<file path="config.mk">
export PLATFORM = sky130hd
export DESIGN_NAME = vote_round_ctrl
export DESIGN_NICKNAME = d
export VERILOG_FILES = /design/src/rtl/vote_round_ctrl.sv
export SDC_FILE = /design/constraint.sdc
export NUM_CORES = 1
export LEC_CHECK = 0
export CORE_AREA = 10 10 64 66
export CTS_BUF_LIST = sky130_fd_sc_hd__clkbuf_4 sky130_fd_sc_hd__clkbuf_8 sky130_fd_sc_hd__clkbuf_16
export DETAILED_ROUTE_END_ITERATION = 7
export DIE_AREA = 0 0 74 76
export PLACE_DENSITY_LB_ADDON = 0.25
export RECOVER_POWER = 100
export SKIP_LAST_GASP = 1
export SLEW_MARGIN = 20
export SYNTH_ARGS = -nofsm -noshare
export SYNTH_HDL_FRONTEND = slang
export SYNTH_SLANG_ARGS = --single-unit
</file>
<file path="constraint.sdc">
create_clock -name clk -period 2.9 [get_ports clk]
set_clock_uncertainty 0.2 [all_clocks]
set_input_delay 0.435 -clock clk [delete_from_list [all_inputs] [get_ports clk]]
set_output_delay 0.435 -clock clk [all_outputs]
set_load 0.02 [all_outputs]
</file>
<file path="src/rtl/vote_round_ctrl.sv">
// ============================================================================
// vote_round_ctrl : ballot-round sequencer for 4-voter majority/unanimous/tie
// Revision 1.0 : initial release
// ============================================================================
`default_nettype none

module vote_round_ctrl #(
  parameter int TIMEOUT_CYCLES = 16,
  parameter int TMR_W          = 5
) (
  input  logic       clk,
  input  logic       rst_n,
  input  logic       start,
  input  logic [3:0] vote_valid,
  input  logic [3:0] vote_val,
  input  logic       result_ack,
  output logic       busy,
  output logic [3:0] voted,
  output logic       result_valid,
  output logic       maj,
  output logic       uni,
  output logic       tie,
  output logic       timed_out,
  output logic [7:0] round_cnt
);

  typedef enum logic [1:0] {
    ST_IDLE    = 2'd0,
    ST_COLLECT = 2'd1,
    ST_EVAL    = 2'd2,
    ST_HOLD    = 2'd3
  } state_t;

  localparam logic [TMR_W-1:0] C_TMR_LAST = TMR_W'(TIMEOUT_CYCLES - 1);

  state_t           state_q, state_d;
  logic [3:0]       voted_q, voted_d;
  logic [3:0]       votes_q, votes_d;
  logic [TMR_W-1:0] timer_q, timer_d;
  logic             timed_out_q, timed_out_d;
  logic             result_valid_q, result_valid_d;
  logic             maj_q, maj_d;
  logic             uni_q, uni_d;
  logic             tie_q, tie_d;
  logic [7:0]       round_cnt_q, round_cnt_d;

  logic [3:0] w_vote_new;
  logic [3:0] w_voted_all;
  logic [2:0] w_ones;

  function automatic logic [2:0] popcnt4(input logic [3:0] v);
    popcnt4 = {2'b00, v[3]} + {2'b00, v[2]} + {2'b00, v[1]} + {2'b00, v[0]};
  endfunction

  // First vote wins: only voters not yet latched this round may update.
  assign w_vote_new  = vote_valid & ~voted_q;
  assign w_voted_all = voted_q | vote_valid;
  assign w_ones      = popcnt4(votes_q);

  always_comb begin
    state_d        = state_q;
    voted_d        = voted_q;
    votes_d        = votes_q;
    timer_d        = timer_q;
    timed_out_d    = timed_out_q;
    result_valid_d = result_valid_q;
    maj_d          = maj_q;
    uni_d          = uni_q;
    tie_d          = tie_q;
    round_cnt_d    = round_cnt_q;

    case (state_q)
      ST_IDLE: begin
        if (start) begin
          state_d     = ST_COLLECT;
          voted_d     = 4'h0;
          votes_d     = 4'h0;
          timer_d     = '0;
          timed_out_d = 1'b0;
          maj_d       = 1'b0;
          uni_d       = 1'b0;
          tie_d       = 1'b0;
        end
      end

      ST_COLLECT: begin
        votes_d = (votes_q & ~w_vote_new) | (vote_val & w_vote_new);
        voted_d = w_voted_all;
        if (w_voted_all == 4'hF) begin
          state_d = ST_EVAL;
        end else if (timer_q == C_TMR_LAST) begin
          state_d     = ST_EVAL;
          timed_out_d = 1'b1;
        end else begin
          timer_d = timer_q + 1'b1;
        end
      end

      ST_EVAL: begin
        maj_d       = (w_ones >= 3'd3);
        uni_d       = (w_ones == 3'd0) || (w_ones == 3'd4);
        tie_d       = (w_ones == 3'd2);
        round_cnt_d = round_cnt_q + 8'd1;
        state_d     = ST_HOLD;
      end

      ST_HOLD: begin
        // Valid trails the flags by one cycle so the consumer never sees them settle.
        if (!result_valid_q) begin
          result_valid_d = 1'b1;
        end else if (result_ack) begin
          result_valid_d = 1'b0;
          state_d        = ST_IDLE;
        end
      end

      default: state_d = ST_IDLE;
    endcase
  end

  always_ff @(posedge clk) begin
    if (!rst_n) begin
      state_q        <= ST_IDLE;
      voted_q        <= 4'h0;
      votes_q        <= 4'h0;
      timer_q        <= '0;
      timed_out_q    <= 1'b0;
      result_valid_q <= 1'b0;
      maj_q          <= 1'b0;
      uni_q          <= 1'b0;
      tie_q          <= 1'b0;
      round_cnt_q    <= 8'd0;
    end else begin
      state_q        <= state_d;
      voted_q        <= voted_d;
      votes_q        <= votes_d;
      timer_q        <= timer_d;
      timed_out_q    <= timed_out_d;
      result_valid_q <= result_valid_d;
      maj_q          <= maj_d;
      uni_q          <= uni_d;
      tie_q          <= tie_d;
      round_cnt_q    <= round_cnt_d;
    end
  end

  assign busy         = (state_q != ST_IDLE);
  assign voted        = voted_q;
  assign result_valid = result_valid_q;
  assign maj          = maj_q;
  assign uni          = uni_q;
  assign tie          = tie_q;
  assign timed_out    = timed_out_q;
  assign round_cnt    = round_cnt_q;

endmodule

`default_nettype wire

</file>
# [Word-level counts from Yosys, hierarchy flattened]
# Cells that the tools add are included.
[word_totals] ff_bits=28 output_inout_bits=18
[op_classes] muxes=22 reduce_logical=11 n_lt_le_gt_ge=1 addsub=5 n_eq_ne=14 bitwise_logic=7
[ops] operator="$pmux 4 s2" count=2
[ops] operator="$mux 5" count=3
[ops] operator="$and 4x4->4" count=3
[ops] operator="$ne 2x2->1 const B" count=6
[ops] operator="$reduce_and 4->1" count=3
[ops] operator="$mux 2" count=5
[ops] operator="$pmux 5 s2" count=1
[ops] operator="$add 8x1->8 const B" count=1
[ops] operator="$not 4->4" count=2
[ops] operator="$or 4x4->4" count=2
[ops] operator="$pmux 1 s2" count=4
[ops] operator="$pmux 2 s4" count=1
[ops] operator="$reduce_bool 2->1" count=3
[ops] operator="$add 5x1->5 const B" count=1
[ops] operator="$eq 5x4->1 const B" count=1
[ops] operator="$mux 1" count=5
[ops] operator="$eq 2x2->1 const B" count=2
[ops] operator="$eq 4x4->1 const B" count=1
[ops] operator="$mux 4" count=1
[ops] operator="$reduce_and 2->1" count=2
[ops] operator="$add 2x1->3" count=1
[ops] operator="$add 3x1->3" count=1
[ops] operator="$eq 3x2->1 const B" count=1
[ops] operator="$eq 3x3->1 const B" count=1
[ops] operator="other kinds (7)" count=7

# [Logic depth before layout (Yosys ltp)]
# Gate-level depths: netlist of the first run.
[logic_depth] word_depth=6 depth_mapped=7 ltp_nobuf=7

# [Worst setup path before layout of the first run]
# No wires, ideal clock.
[synth_path] kind="register -> register" start="reg votes_q[0]" end="reg maj_q, in the netlist maj" period_less_slack_ns=1.943 setup_ns=0.118 required_time_ns=2.582 setup_slack_ns=0.957 arrival_time_ns=1.625 stages_incl_launch_ff=7 cell_sequence="dfxtp_1 -> fa_1 -> ha_1 -> ha_1 -> a21o_1 -> a32oi_1 -> nor2b_1"
[synth_via] elab_chain_len=3
[synth_rtl] element="start, declared" line="38" source="logic [3:0] votes_q, votes_d;"
[synth_rtl] element="start signal, assigned" line="136" source="votes_q <= votes_d;"
[synth_rtl] element="$add 3x1->3" line="52" source="popcnt4 = {2'b00, v[3]} + {2'b00, v[2]} + {2'b00, v[1]} + {2'b00, v[0]};"
[synth_rtl] element="$ge 3x2->1" line="100" source="maj_d = (w_ones >= 3'd3);"
[synth_rtl] element="$pmux 1 s2" line="72" source="case (state_q)"
[synth_rtl] element="end signal, assigned" line="140" source="maj_q <= maj_d;"
[synth_rtl] element="end, declared" line="42" source="logic maj_q, maj_d;"
# Every way passes these cells.
# A chain may end at the register's enable or synchronous reset.

# [Worst setup path after layout of the first run]
[layout_path] start="reg state_q[0]" end="out busy"
[layout_via] elab_chain_len=1
[layout_rtl] element="start, declared" line="36" source="state_t state_q, state_d;"
[layout_rtl] element="start signal, assigned" line="134" source="state_q <= state_d;"
[layout_rtl] element="$reduce_bool 2->1" line="147" source="assign busy = (state_q != ST_IDLE);"
[layout_rtl] element="end, declared" line="17" source="output logic busy,"
# Every way passes these cells.

==> key figures, run 1 <==
STA
  – Fmax: 0.391 GHz
  – Final Setup Violations: 0
  – Max_slew headroom: about two fifths
  – Worst-Margin Slew: 0.882 ns
  – Slew Viols, Final: 0
  – Fin Setup TNS: 0 ns
  – Final hold slack: between 0.2 and 0.3 ns
  – RSZ-0062 raised after global routing: no
  – Minimum clock period after layout: 2.55 ns
  – Final hold violations: 0
  – Fin crit share: 88.1%

Clock network
  – Post CTS Setup Buffer Count: 0
  – Clock Path Buffers: 2
  – Post_cts resized: 0
  – Clock slew at reported path FFs: 0.16 ns
  – CTS Buf Count: 3
  – Root Driver: clkbuf_4
  – CTS tree: done
  – Clock Sinks: 28
  – Hold buffers post-CTS: 0
  – Clock latency on the worst-skew pair: about 0.33 ns
  – Htree depth: 1

Floorplan
  – Initial Utilization: 50.6%
  – DIE WIDTH: approximately 74 um
  – DIE AREA: 5620 um^2
  – Core ar.: 2930 um^2
  – Chip height: 76 um
  – I/O pins: 30
  – Cell Rows: 20

Worst setup path
  – Worst Setup End Kind: output port
  – Max stage delay on crit path: 0.69 ns
  – Crit path cell chain: inv_1 -> ha_1 -> inv_1 -> dlygate4sd3_1
  – CP required: approximately 2.3 ns
  – Crit Path Class: flip-flop to output port
  – CP startpoint kind: flip-flop
  – Crit path top cell by count: inv_1
  – Critical-path top delay cell: dlygate4sd3_1
  – Crit Path Max Fanout: 6
  – Worst Path Arrival: 1.92 ns

Synthesis
  – Prevailing post-synth register cell: dfxtp_1
  – Synth Cell Area: around 1500 um^2
  – Syn avg cell area: 9.14 um^2
  – Top-count cell post-synth: dfxtp_1
  – Count of cell types in the netlist: 36
  – Post-Synth XOR/XNOR Area: 2.96%
  – Synth top area cells: dfxtp_1, ha_1, a21boi_1, and3_1, o21ai_1
  – Post-synth top cells: dfxtp_1, nand2_1, ha_1
  – Syn nets: approximately 190
  – Adder-Cell Fraction of Synth Area: 9.81%
  – Top cell type's share of synthesized area: 37.9%
  – Post-synthesis compound-gate area fraction: approximately a fifth
  – Synth Instances: 162
  – Yosys warns: 0
  – Main combinational cell family by area after synthesis: simple AND/OR/NAND/NOR gates
  – Seq/Total Area, Yosys: 37.9%
  – EDFF count, synth: 0
  – Synth Area in Simple Gates: 22.7%
  – Area leader, netlist: dfxtp_1
  – Mux contribution to synthesized area: 2.03%
  – Async SR Flop Fraction: 0%
  – FF+latch count, synth: 28

Place
  – Hpwl dp: 2.60 mm
  – Port Buffer Count: 29
  – Placer Congestion: 0.758

Route
  – Via density: 5.61
  – TritonRoute pass-1 iters: 4
  – DRC violations left: 0
  – Initial DRC Count: 137
  – Vias: 1,250
  – Final antenna-violating net count: 0
  – Routed wire length: ~3.3 mm
  – DR WL/cell: 14.9 um

Finish
  – Synth-to-Final Area Change: 23.2%
  – ANT cells: 0
  – Fin nets: 214
  – Layout cells sized above 1: about 4.2%

Run status
  – Outcome: finished, final reports clean

Run
  – Max_cap viols: 0

Power
  – PD cells: 668 nW/um^2
  – Leakage dissipation: 0.784 nW
  – Total Power: between 0.001 and 0.0015 W
  – Peak VDD IR: roughly 0.00038 V

Global route
  – Vias in the first global route: between 1,000 and 1,500
  – Largest net degree at the start of global routing: 26
  – GR Overflow Total: 0
  – GRT Util Overall: 12.2%
  – Initial antenna violation count: 0
  – First-pass GRT wire length: slightly below 6 mm

Min path
  – Hold Crit Class: flip-flop to flip-flop
[cell usage in the layout, fill, tap and decap left out, types with 4 or more instances in the layout]
cell type and n:
nand4_1 5, nand2b_1 5, a21boi_0 7, nand4b_1 4, nor2_1 9, a31oi_1 4, clkdlybuf4s50_1 10, dfxtp_1 28
a21oi_1 5, xnor2_1 4, nand3_1 4, inv_1 8, nand2_1 11, ha_1 10, dlygate4sd3_1 19, o21ai_1 8
and3_1 8
[metrics by stage]
step           area [um^2]  worst slack, ns  instances  utilization (%)
2_1_floorplan         1480            0.957        162                -
3_3_place_gp          1790            0.740        219             61.3
3_5_place_dp          1790            0.658        219             61.3
4_1_cts               1850            0.368        223             63.1
5_1_grt               1820            0.189        223             62.3
6_report              1820            0.345        223             62.3
[logic make-up after synthesis]
family                   count (synthesis)
XOR/XNOR                                 5
AND/OR/NAND/NOR                         60
buffers and inverters                   14
flip-flops                              28
multiplexers                             3
adder cells (fa/ha/maj)                 11
AO/OA/AOI/OAI                           41
[sequential cells by signal (all words and copies together), names as in the netlist]
name,count
tie,1
round_cnt,8
timer_q,5
uni,1
maj,1
result_valid,1
votes_q,4
timed_out,1
state_q,2
voted,4
[final cells by class]
cell class / count / area, um^2
clock buffers: 3 / 22.5
clock inverters: 1 / 30.0
fillers: 282 / 1100
inverters: 8 / 30.0
multi-input cells: 120 / 845
flip-flops and latches: 28 / 561
well taps: 33 / 41.3
repair buffers: 30 / 294
[path summary, 6_finish.rpt]
path                            slack (ns)  cells after the start  startpoint          to
worst max register to register        0.60                      6  state_q[0]  timer_q[3]
worst max-delay path                  0.35                      4  state_q[0]        busy
worst min-delay path                  0.29                      2   timed_out   timed_out
worst min register to register        0.29                      2   timed_out   timed_out
[critical path: cells and delay by family, from the launching register on]
kind       cells  cell delay, ns
flops          1            0.42
fa+ha+maj      1            0.27
buf+inv        3            0.90
[power by group]
group | total [W] | internal [W] | switching (W)
clock | 0.000259 | 0.000140 | 0.000120
combinational | 0.000479 | 0.000195 | 0.000284
sequential | 0.000479 | 0.000430 | 0.0000488
[layer usage]
layer	part of all wire (%)	global-route usage, %	vias to the layer above
li1	-	-	638
met1	45	15.7	587
met2	48	18.9	23
met3	6.7	4.17	2
met4	0.39	2.80	0
met5	0	0	-
(Power assumes the default switching activity.)
==> run 2, diff against run 1 <==
--- a/config.mk
+++ b/config.mk
@@ -5,10 +5,10 @@
 export SDC_FILE = /design/constraint.sdc
 export NUM_CORES = 1
 export LEC_CHECK = 0
-export CORE_AREA = 10 10 64 66
+export CORE_AREA = 2 2 56 58
 export CTS_BUF_LIST = sky130_fd_sc_hd__clkbuf_4 sky130_fd_sc_hd__clkbuf_8 sky130_fd_sc_hd__clkbuf_16
 export DETAILED_ROUTE_END_ITERATION = 7
-export DIE_AREA = 0 0 74 76
+export DIE_AREA = 0 0 58 60
 export PLACE_DENSITY_LB_ADDON = 0.25
 export RECOVER_POWER = 100
 export SKIP_LAST_GASP = 1
==> key figures, run 2 (synthesis gave the netlist of run 1 again) <==
Run status
  – Outcome: finished, final reports clean

Route
  – Routed wire length: 3.01 mm (-9.6%)
  – TritonRoute pass-1 iters: 4 (unchanged)
  – Initial DRC Count: 25 (-82%)
  – DR WL/cell: 13.5 um (-9.6%)
  – Via density: 5.53 (-1.4%)
  – Vias: 1,233 (-1.4%)
  – Final antenna-violating net count: 0 (unchanged)
  – DRC violations left: 0 (unchanged)

Min path
  – Hold depth: 2 (unchanged)
  – Min-delay src: tie
  – Worst-case hold path end point: tie
  – Hold Crit Class: flip-flop to flip-flop

Power
  – Sequential Power Share: 41.9% (+2.6 points)
  – Net Switching: 0.000444 W (-1.9%)
  – Clock share of power: 17.0% (-4.3 points)
  – Int Power: 0.000697 W (-8.9%)
  – Switch share: 38.9% (+1.8 points)
  – Leakage dissipation: 0.775 nW (-1.2%)
  – Total Power: 0.00114 W (-6.3%)
  – Comb power frac: 41.1% (+1.8 points)
  – Peak VDD IR: 0.000396 V (+4.8%)
  – PD cells: 634 nW/um^2 (-5.1%)

Clock network
  – Hold buffers post-CTS: 0 (unchanged)
  – Post CTS Setup Buffer Count: 0 (unchanged)
  – Htree depth: 1 (unchanged)
  – CTS tree: done
  – Root Driver: clkbuf_4
  – Clock slew at reported path FFs: 0.14 ns (-0.02 ns)
  – Clock Sinks: 28 (unchanged)
  – CTS Buf Count: 3 (unchanged)
  – Clock latency on the worst-skew pair: 0.34 ns (about the same)
  – Post_cts resized: 0 (unchanged)
  – Clock Path Buffers: 2 (unchanged)

Place
  – Hpwl dp: 2.20 mm (-15%)
  – Placer Congestion: 0.771 (+1.8%)
  – DP Area: 1790 um^2 (unchanged)
  – Port Buffer Count: 29 (unchanged)
  – DP Worst Slack: 0.685 ns (+0.0268 ns)

Worst setup path
  – CP required: 2.27 ns (about the same)
  – Worst R2R Setup Slack: 0.63 ns (+0.03 ns)
  – R2r startpoint: state_q[0]
  – Worst Path Arrival: 1.88 ns (-0.04 ns)
  – Worst Reg-to-Reg Cells: 6 (unchanged)
  – Crit Path Max Fanout: 6 (unchanged)
  – Crit Path Class: flip-flop to output port
  – Worst Setup End Kind: output port
  – CP startpoint kind: flip-flop
  – R2R Path End: timer_q[3]

STA
  – Fin Setup TNS: 0 ns (unchanged)
  – Slew Viols, Final: 0 (unchanged)
  – Final Setup Violations: 0 (unchanged)
  – Worst-Margin Slew: 0.874 ns (-0.00755 ns)
  – Fmax: 0.398 GHz (+1.6%)
  – Worst setup margin: 0.385 ns (+0.0396 ns)
  – Minimum clock period after layout: 2.52 ns (-0.0396 ns)
  – RSZ-0062 raised after global routing: no
  – Final hold violations: 0 (unchanged)
  – Max_slew headroom: 41.7% (+0.50 points)
  – Fin crit share: 86.7% (-1.4 points)

Finish
  – Max reg flops: 8 (unchanged)
  – Area of the multi-input gates: 838 um^2 (-0.74%)
  – Commonest non-fill, non-tap cells in the layout: dfxtp_1, dlygate4sd3_1, nand2_1
  – Fin nets: 214 (unchanged)
  – FILL cells: 262 (-7.1%)
  – Synth-to-Final Area Change: 21.6%
  – Final instance area: 1800 um^2 (-1.2%)
  – ANT cells: 0 (unchanged)
  – Layout cells sized above 1: 3.68% (-0.53 points)
  – Commonest non-fill, non-tap cell in the layout: dfxtp_1
  – Storage element area: 561 um^2 (unchanged)

Run
  – Max_cap viols: 0 (unchanged)

Floorplan
  – DIE AREA: 3480 um^2 (-38%)
  – Core ar.: 2900 um^2 (-0.85%)
  – Chip height: 60 um (-21%)
  – Cell Rows: 20 (unchanged)
  – I/O pins: 30 (unchanged)
  – Initial Utilization: 51.0% (+0.44 points)
  – DIE WIDTH: 58 um (-22%)

Global route
  – First-pass GRT wire length: 5.04 mm (-13%)
  – Largest net degree at the start of global routing: 26 (unchanged)
  – Vias in the first global route: 1,167 (-5.1%)
  – Initial antenna violation count: 0 (unchanged)
  – GR Overflow Total: 0 (unchanged)
  – GRT Util Overall: 18.6% (+6.3 points)
[run 2: cell types whose count changed in the layout (fill, tap and decap cells not counted), sizes merged]
cell | before | now
bufinv | 1 | 0
clkbuf | 4 | 5
[run 2: metrics by stage]
step	instances	hold slack, ns	util [%]
after global routing	223	0.330	62.0
after floorplan	162	0.258	-
after global placement	219	0.246	61.8
after CTS	223	0.264	63.1
final	223	0.270	62.0
after detailed placement	219	0.245	61.8
[run 2: routing by layer]
layer  track usage [%]  vias to the layer above  share of wire, %
met2              32.0                       31                46
met1              23.6                      561                47
li1                  -                      637                 -
met4              6.98                        0               1.3
met5                 0                        -                 0
met3              2.60                        4               5.6
[run 2: worst max-delay path, stage by stage (launching register included)]
cell and delay (ns):
dfxtp_1 0.41, inv_1 0.10, ha_1 0.27, inv_1 0.10, dlygate4sd3_1 0.67
[run 2: how the worst max path moves through the flow]
stage,from,end,slack [ns]
global placement,start,timer_q[3],0.73
floorplan,votes_q[0],maj,0.96
finish,state_q[0],busy,0.38
detailed placement,start,timer_q[3],0.69
global route,state_q[0],busy,0.29
CTS,state_q[0],busy,0.41
[run 2: layout make-up]
cell class                 count  area share [%]
multi-input combinational    120            46.6
sequential                    28            31.1
timing repair buffer          30            16.3
tap                           33            2.29
clock buffer                   4            2.02
inverter                       8            1.67
[run 2: power groups by stage]
stage                     Sequential, W  Combinational [W]  Clock (W)
after floorplan                0.000507           0.000331          0
after global placement         0.000485           0.000493          0
after detailed placement       0.000489           0.000502          0
after CTS                      0.000480           0.000506   0.000200
after global routing           0.000487           0.000525   0.000214
final                          0.000478           0.000469   0.000194
==> run 3, diff against run 2 <==
--- a/config.mk
+++ b/config.mk
@@ -9,8 +9,10 @@
 export CTS_BUF_LIST = sky130_fd_sc_hd__clkbuf_4 sky130_fd_sc_hd__clkbuf_8 sky130_fd_sc_hd__clkbuf_16
 export DETAILED_ROUTE_END_ITERATION = 7
 export DIE_AREA = 0 0 58 60
+export GPL_ROUTABILITY_DRIVEN = 0
 export PLACE_DENSITY_LB_ADDON = 0.25
 export RECOVER_POWER = 100
+export SETUP_SLACK_MARGIN = 0.4
 export SKIP_LAST_GASP = 1
 export SLEW_MARGIN = 20
 export SYNTH_ARGS = -nofsm -noshare
==> key figures, run 3 (synthesis gave the netlist of run 1 again) <==
Run status
  – Outcome: finished, final reports clean

Finish
  – Synth-to-Final Area Change: 21.2%
  – Commonest non-fill, non-tap cell in the layout: dfxtp_1
  – Commonest non-fill, non-tap cells in the layout: dfxtp_1, dlygate4sd3_1, nand2_1
  – Layout cells sized above 1: 3.68% (unchanged)
  – Fin nets: 214 (unchanged)
  – Final Util: 61.8% (-0.22 points)
  – Max reg flops: 8 (unchanged)
  – ANT cells: 0 (unchanged)
  – FILL cells: 261 (-0.38%)

STA
  – Fin Setup TNS: 0 ns (unchanged)
  – Fin crit share: 78.4% (-8.3 points)
  – Max_slew headroom: 41.7% (unchanged)
  – Final hold violations: 0 (unchanged)
  – Final Setup Violations: 0 (unchanged)
  – Worst-Margin Slew: 0.874 ns (unchanged)
  – Minimum clock period after layout: 2.27 ns (-0.240 ns)
  – Worst setup margin: 0.625 ns (+0.240 ns)
  – Fmax: 0.440 GHz (+11%)
  – RSZ-0062 raised after global routing: no
  – Slew Viols, Final: 0 (unchanged)

Global route
  – First-pass GRT wire length: 5.04 mm (unchanged)
  – Met1 Use GR: 23.6% (unchanged)
  – Vias in the first global route: 1,167 (unchanged)
  – Largest net degree at the start of global routing: 26 (unchanged)
  – Met3 usage: 2.60% (unchanged)
  – Top Usage Layer GRT: met2
  – Met2 Use GR: 32.0% (unchanged)
  – GRT Util Overall: 18.6% (unchanged)
  – GR Overflow Total: 0 (unchanged)
  – Initial antenna violation count: 0 (unchanged)

Clock network
  – Clock Path Buffers: 2 (unchanged)
  – Htree depth: 1 (unchanged)
  – Hold buffers post-CTS: 0 (unchanged)
  – Clock Sinks: 28 (unchanged)
  – CTS tree: done
  – Clock slew at reported path FFs: 0.15 ns (about the same)
  – Clock latency on the worst-skew pair: 0.34 ns (about the same)
  – Post CTS Setup Buffer Count: 0 (unchanged)
  – CTS Buf Count: 3 (unchanged)
  – Root Driver: clkbuf_4

Min path
  – Hold depth: 2 (unchanged)
  – Hold Crit Class: flip-flop to flip-flop

Worst setup path
  – Worst R2R Setup Slack: 0.63 ns (about the same)
  – Critical-path top delay cell: or3_1
  – Crit Path Class: flip-flop to flip-flop
  – CP startpoint kind: flip-flop
  – Crit Path Max Fanout: 12 (+6)
  – Worst Path Arrival: 2.35 ns (+0.47 ns)
  – Worst Reg-to-Reg Cells: 6 (unchanged)
  – Crit path cell chain: inv_1 -> ha_1 -> nand2b_1 -> o2111ai_1 -> or3_1 -> a31oi_1
  – CP required: 2.98 ns (+0.71 ns)
  – Max stage delay on crit path: 0.43 ns (-0.24 ns)
  – Worst Setup End Kind: flip-flop

Run
  – Max_cap viols: 0 (unchanged)

Route
  – Initial DRC Count: 25 (unchanged)
  – Via density: 5.53 (unchanged)
  – TritonRoute pass-1 iters: 4 (unchanged)
  – Final antenna-violating net count: 0 (unchanged)
  – DRC violations left: 0 (unchanged)
  – Routed wire length: 3.01 mm (+0.17%)
  – DR WL/cell: 13.5 um (+0.17%)
  – Vias: 1,233 (unchanged)

Floorplan
  – DIE WIDTH: 58 um (unchanged)
  – I/O pins: 30 (unchanged)
  – DIE AREA: 3480 um^2 (unchanged)
  – Initial Utilization: 51.0% (unchanged)
  – Cell Rows: 20 (unchanged)
  – Chip height: 60 um (unchanged)
  – Core ar.: 2900 um^2 (unchanged)

Place
  – DP Worst Slack: 0.685 ns (unchanged)
  – Port Buffer Count: 29 (unchanged)
  – Hpwl dp: 2.20 mm (unchanged)

Power
  – Leakage dissipation: 0.771 nW (-0.52%)
  – PD cells: 632 nW/um^2 (-0.30%)
  – Peak VDD IR: 0.000396 V (about the same)
## run 3: cell types whose count changed in the layout (fill, tap and decap cells not counted), sizes merged
cell	before	now
dlygate4sd3	19	18
clkbuf	5	6
## run 3: per-stage QoR
step,total power (W),cells,hold slack [ns],cell area [um^2]
finish,0.00113,223,0.270,1790
floorplan,0.000839,162,0.258,1480
global route,0.00122,223,0.330,1790
detailed placement,0.000991,219,0.245,1790
global placement,0.000978,219,0.246,1790
CTS,0.00119,223,0.264,1830
## run 3: layout make-up
cell class                 count  area [um^2]  share of cell area [%]
timing repair buffer          30          288                    16.0
sequential                    28          561                    31.2
multi-input combinational    120          838                    46.7
inverter                       8         30.0                    1.67
tap                           33         41.3                    2.30
clock buffer                   4         36.3                    2.02
## run 3: final timing paths
kind | to | start
hold reg to reg | tie | tie
hold / removal | tie | tie
setup reg to reg | timer_q[3] | state_q[0]
setup / recovery | timer_q[3] | state_q[0]
## run 3: timing repair
action	in CTS	in global routing
setup endpoints to repair	0	1
endpoints found under the hold margin	0	0
resized for setup	0	1
## run 3: worst max-delay path: cells and delay by family, from the launching register on
kind | cells | cell delay, ns
AO/OA/AOI/OAI | 2 | 0.49
adder cells (fa/ha/maj) | 1 | 0.27
buffers and inverters | 1 | 0.10
flip-flops | 1 | 0.41
AND/OR/NAND/NOR | 2 | 0.76
## run 3: where the power goes
| part | internal (W) | switching (W) | total, W |
|---|---|---|---|
| logic | 0.000181 | 0.000280 | 0.000461 |
| registers | 0.000430 | 0.0000476 | 0.000478 |
| clock network | 0.0000770 | 0.000117 | 0.000194 |
## run 3: per-layer routing
layer  vias to the layer above  share of wire (%)
met4                         0                1.3
li1                        637                  -
met3                         4                5.7
met5                         -                  0
met1                       561                 47
met2                        31                 46
